--- config.mk ---
export PLATFORM = sky130hd
export DESIGN_NAME = dbg_scan
export DESIGN_NICKNAME = d
export VERILOG_FILES = /design/src/rtl/dbg_scan.sv
export SDC_FILE = /design/constraint.sdc
export NUM_CORES = 1
export LEC_CHECK = 0
export ABC_AREA = 1
export BUFFER_PORTS_ARGS = -buffer_cell sky130_fd_sc_hd__buf_2
export CAP_MARGIN = 40
export CORE_UTILIZATION = 35
export CTS_CLUSTER_DIAMETER = 80
export DETAILED_ROUTE_END_ITERATION = 12
export GPL_TIMING_DRIVEN = 0
export MAX_ROUTING_LAYER = met4
export PLACE_DENSITY_LB_ADDON = 0.05
export SLEW_MARGIN = 20
export SYNTH_ARGS = -nofsm -noshare
export SYNTH_HDL_FRONTEND = slang
export SYNTH_SLANG_ARGS = --single-unit
--- constraint.sdc ---
create_clock -name clk -period 2.7 [get_ports clk]
set_input_delay 0.405 -clock clk [delete_from_list [all_inputs] [get_ports clk]]
set_output_delay 0.405 -clock clk [all_outputs]
set_load 0.01 [all_outputs]
--- src/rtl/dbg_scan.sv ---
// dbg_scan: walks a debug read-mux over an inclusive, wrapping address range
// and streams each captured word out over a valid/ready handshake.
// Ports:
//   clk, rst                      clock, async active-high reset
//   start, abort                  begin a scan (IDLE only) / cancel a scan
//   start_addr, end_addr          inclusive 7-bit range, latched on start
//   debug_addr, debug_data        read-mux address out, mux result in
//   out_valid, out_ready          output handshake
//   out_addr, out_data, out_last  captured word, its address, final-word flag
//   busy, done                    not-IDLE flag, one-clock completion pulse
module dbg_scan #(
    parameter int SETTLE_CYCLES = 1
) (
    input  logic        clk,
    input  logic        rst,
    input  logic        start,
    input  logic        abort,
    input  logic [6:0]  start_addr,
    input  logic [6:0]  end_addr,
    output logic [6:0]  debug_addr,
    input  logic [31:0] debug_data,
    output logic        out_valid,
    input  logic        out_ready,
    output logic [6:0]  out_addr,
    output logic [31:0] out_data,
    output logic        out_last,
    output logic        busy,
    output logic        done
);

    typedef enum logic [1:0] {
        IDLE,
        SETTLE,
        SEND,
        DONE
    } state_t;

    state_t     state;
    state_t     state_nx;
    logic [3:0] cnt;
    logic [6:0] end_lat;
    logic       settled;
    logic       hs;

    assign settled   = (cnt == 4'(SETTLE_CYCLES));
    assign hs        = out_valid & out_ready;
    assign out_valid = (state == SEND);
    assign busy      = (state != IDLE);
    assign done      = (state == DONE);

    always_comb begin
        state_nx = state;
        case (state)
            IDLE: begin
                if (start)
                    state_nx = SETTLE;
            end
            SETTLE: begin
                if (abort)
                    state_nx = IDLE;
                else if (settled)
                    state_nx = SEND;
            end
            SEND: begin
                if (abort)
                    state_nx = IDLE;
                else if (hs)
                    state_nx = out_last ? DONE : SETTLE;
            end
            DONE: begin
                state_nx = IDLE;
            end
            default: state_nx = IDLE;
        endcase
    end

    // The counter starts at 0 after start but at 1 after a handshake: the
    // first word gets one extra clock (range load), later words are spaced
    // SETTLE_CYCLES+1 clocks apart including the handshake clock.
    always_ff @(posedge clk or posedge rst) begin
        if (rst) begin
            state      <= IDLE;
            cnt        <= '0;
            end_lat    <= '0;
            debug_addr <= '0;
            out_addr   <= '0;
            out_data   <= '0;
            out_last   <= 1'b0;
        end else begin
            state <= state_nx;
            case (state)
                IDLE: begin
                    if (start) begin
                        end_lat    <= end_addr;
                        debug_addr <= start_addr;
                        cnt        <= '0;
                    end
                end
                SETTLE: begin
                    if (!abort) begin
                        if (settled) begin
                            out_data <= debug_data;
                            out_addr <= debug_addr;
                            out_last <= (debug_addr == end_lat);
                        end else begin
                            cnt <= cnt + 4'd1;
                        end
                    end
                end
                SEND: begin
                    if (!abort && hs && !out_last) begin
                        debug_addr <= debug_addr + 7'd1;
                        cnt        <= 4'd1;
                    end
                end
                default: ;
            endcase
        end
    end

endmodule

==> reports/metrics.csv <==
stage;metric;value;unit
pwr;leakage;2.11;nW
logic_synthesis;Mapped Area;2830;um^2
global_routing;total grt overflow;0;
cts;H-tree depth;3;
critical_path;r2r worst-path depth;8;
sta;final period utilization;65.4;%
cts;clk_lat worst skew;0.33;ns
logic_synthesis;syn nets;413;
logic_synthesis;ys async rst share;100;%
route;Via density;4.43;
cts;Root Buffer;clkbuf_8;
die;Die Span Y;91.8;um
die;Die ar.;8440;um^2
logic_synthesis;Synth Area per Inst;7.98;um^2
cts;CTS Buf Count;9;
logic_synthesis;Mapped Cells;354;
logic_synthesis;cell with the most instances after synthesis;nand2_1;
layout;FILL cells;832;
die;IO Count;101;
sta;RSZ-0062 raised after global routing;false;
sta;maximum clock frequency;566;MHz
critical_path;Critical Path AT;1.97;ns
die;Initial Utilization;36.4;%
layout;# nets final;525;
global_routing;vias in the first global route;2393;
sta;worst rel slew slack;72.8;%
critical_path;Crit. Startpoint;state[0];
pwr;VDD IR max;0.462;mV
route;via count;2532;
global_routing;GRT Total Usage;17.7;%
cts;Setup Fix Bufs, Post-CTS;0;
sta;Worst Skew;0.00772;ns
pwr;Power Density;1090;nW/um^2
sta;final worst slack;0.934;ns
logic_synthesis;Synth top area share;53.1;%
cts;Sink Count;60;
layout;Final Instance Area;3670;um^2
critical_path;reg-to-reg setup timing slack;0.93;ns
placed_design;count of port buffers added during placement;100;
logic_synthesis;Synth Flop Type;dfrtp_1;
cts;post-cts resize count;0;
sta;Final Hold Violating Endpoints;0;
cts;CTS tree;yes;
sta;fin crit period;1.77;ns
cts;Longest Clk Path Bufs;2;
cts;number of hold buffers added after cts;0;
flow_run;Max Cap Viol;0;
critical_path;crit path to;debug_addr[0];
global_routing;largest net degree at the start of global routing;32;
global_routing;initial antenna violation count;0;
route;per-cell routed wire length;11.7;um
logic_synthesis;post-synth top area cell;dfrtp_1;
layout;proportion of layout cells with a drive suffix above 1;28.3;%
route;Remaining DRCs;0;
route;Starting DRT DRC Count;100;
worst_hold_path;Hold WC Path Type;in2async;
sta;fin. max-slew vios;0;
cts;clock-pin slew on the worst setup and hold paths;0.07;ns
logic_synthesis;main area contributors after synthesis;dfrtp_1, nand2_1, ha_1;
sta;final hold slack;0.0757;ns
layout;P&R area growth vs syn;29.8;%
critical_path;crit path launch type;flip-flop;
placed_design;placed cell area;3480;um^2
logic_synthesis;register area share after synthesis;53.1;%
placed_design;DP Wirelength;4820;um
placed_design;pre-CTS WS;0.943;ns
logic_synthesis;Post-synth top cells;nand2_1, dfrtp_1, inv_1;
layout;n_diodes;0;
placed_design;gpl congestion;0.810;
route;Pre-antenna DRT Iters;5;
route;WL final;6670;um
sta;worst-margin pin slew;0.408;ns
outcome;status;completed;
critical_path;critical path type;reg2reg;
die;Core Area;7770;um^2
critical_path;critical path peak fanout;8;
critical_path;Critical Path RT;2.90;ns
logic_synthesis;Yosys reg bits;60;
die;width of the die;91.8;um
global_routing;global-route wire length before repair;11400;um
critical_path;critical path capture point type;flip-flop;
logic_synthesis;Netlist cell types;21;
logic_synthesis;Syn. warnings;0;
critical_path;R2R Path Start;state[0];
die;Row Count;32;
route;post-route ant nets;0;
sta;setup violators final;0;
sta;setup TNS;0;ns
logic_synthesis;Post-synth EDFFs;0;
critical_path;RR Endpoint;debug_addr[0];
critical path, stage by stage (launching register included):
cell and delay, ns:
dfrtp_1 0.39, inv_1 0.09, ha_1 0.26, nor2_1 0.19, inv_1 0.06, nand3_1 0.27
inv_1 0.21, nand2_1 0.09, o21ai_0 0.08
placed cells by master, fill, tap and decap left out:
cell,synthesis,final
clkinvlp_4,0,1
buf_2,6,106
clkbuf_1,2,2
nand3b_1,1,1
ha_1,8,8
or2_2,1,1
mux2_2,3,3
o21ai_0,16,16
a21oi_1,6,6
a21o_1,1,1
inv_4,0,1
bufinv_16,0,1
xor2_1,1,1
o22ai_1,1,1
nand4_1,3,3
nand2_1,178,178
nand3_1,12,12
nor2_4,1,1
dfrtp_1,60,60
inv_2,1,1
buf_12,0,1
xnor2_1,3,3
clkbuf_8,0,10
clkinv_2,0,3
buf_6,4,4
inv_1,25,24
nor2_1,21,21
metal layers:
layer  routed length (um)  track usage [%]
met2                 2800             25.4
met1                 3370             24.2
met5                    0                -
met4                   53             7.03
met3                  443             3.90
where the power goes:
part / leakage [nW] / switching (mW) / internal, mW / total [mW]
clock network: 0.0979 / 0.341 / 0.441 / 0.782
logic: 1.26 / 1.02 / 0.659 / 1.68
registers: 0.756 / 0.250 / 1.29 / 1.54
kinds of logic (layout without fill, tap and decap cells):
kind of cell / count (synthesis) / in the layout / share of synthesized area (%)
muxes: 3 / 3 / 1.20
xor gates and xnor gates: 4 / 4 / 1.24
adders and majority gates: 8 / 8 / 3.54
buffers and inverters: 38 / 154 / 6.38
and+or+nand+nor: 217 / 217 / 30.1
DFF: 60 / 60 / 53.1
AOI/OAI and AO/OA: 24 / 24 / 4.38
metrics by stage:
stage	util (%)	instances	power (mW)
global route	47.2	572	4.39
global placement	44.5	556	3.21
floorplan	-	354	2.61
detailed placement	44.7	557	3.24
finish	47.2	572	4.00
CTS	47.2	572	4.05
how the worst min path moves through the flow:
stage                            from           to  slack, ns  cells after the start
after global routing              rst  out_data[0]       0.09                      2
after floorplan                cnt[3]       cnt[3]       0.49                      2
after detailed placement          rst  out_data[3]       0.44                      2
final                             rst  out_data[5]       0.08                      2
after global placement    out_data[3]  out_data[3]       0.45                      2
after CTS                         rst  out_data[7]       0.08                      2
state kept, by name, indices dropped and copies added, names as in the netlist:
register	flops
debug_addr	7
out_last	1
state	2
out_addr	7
end_lat	7
out_data	32
cnt	4
final cells by class:
| type | count | area, um^2 | area share, % |
|---|---|---|---|
| multi-input cells | 256 | 1140 | 31.2 |
| well taps | 102 | 128 | 3.48 |
| plain buffers | 12 | 82.6 | 2.25 |
| inverters | 26 | 100 | 2.73 |
| repair buffers | 101 | 520 | 14.2 |
| flip-flops and latches | 60 | 1500 | 41.0 |
| clock buffers | 10 | 138 | 3.75 |
| clock inverters | 5 | 52.6 | 1.43 |
No activity file was read; power rests on OpenSTA's default activity.
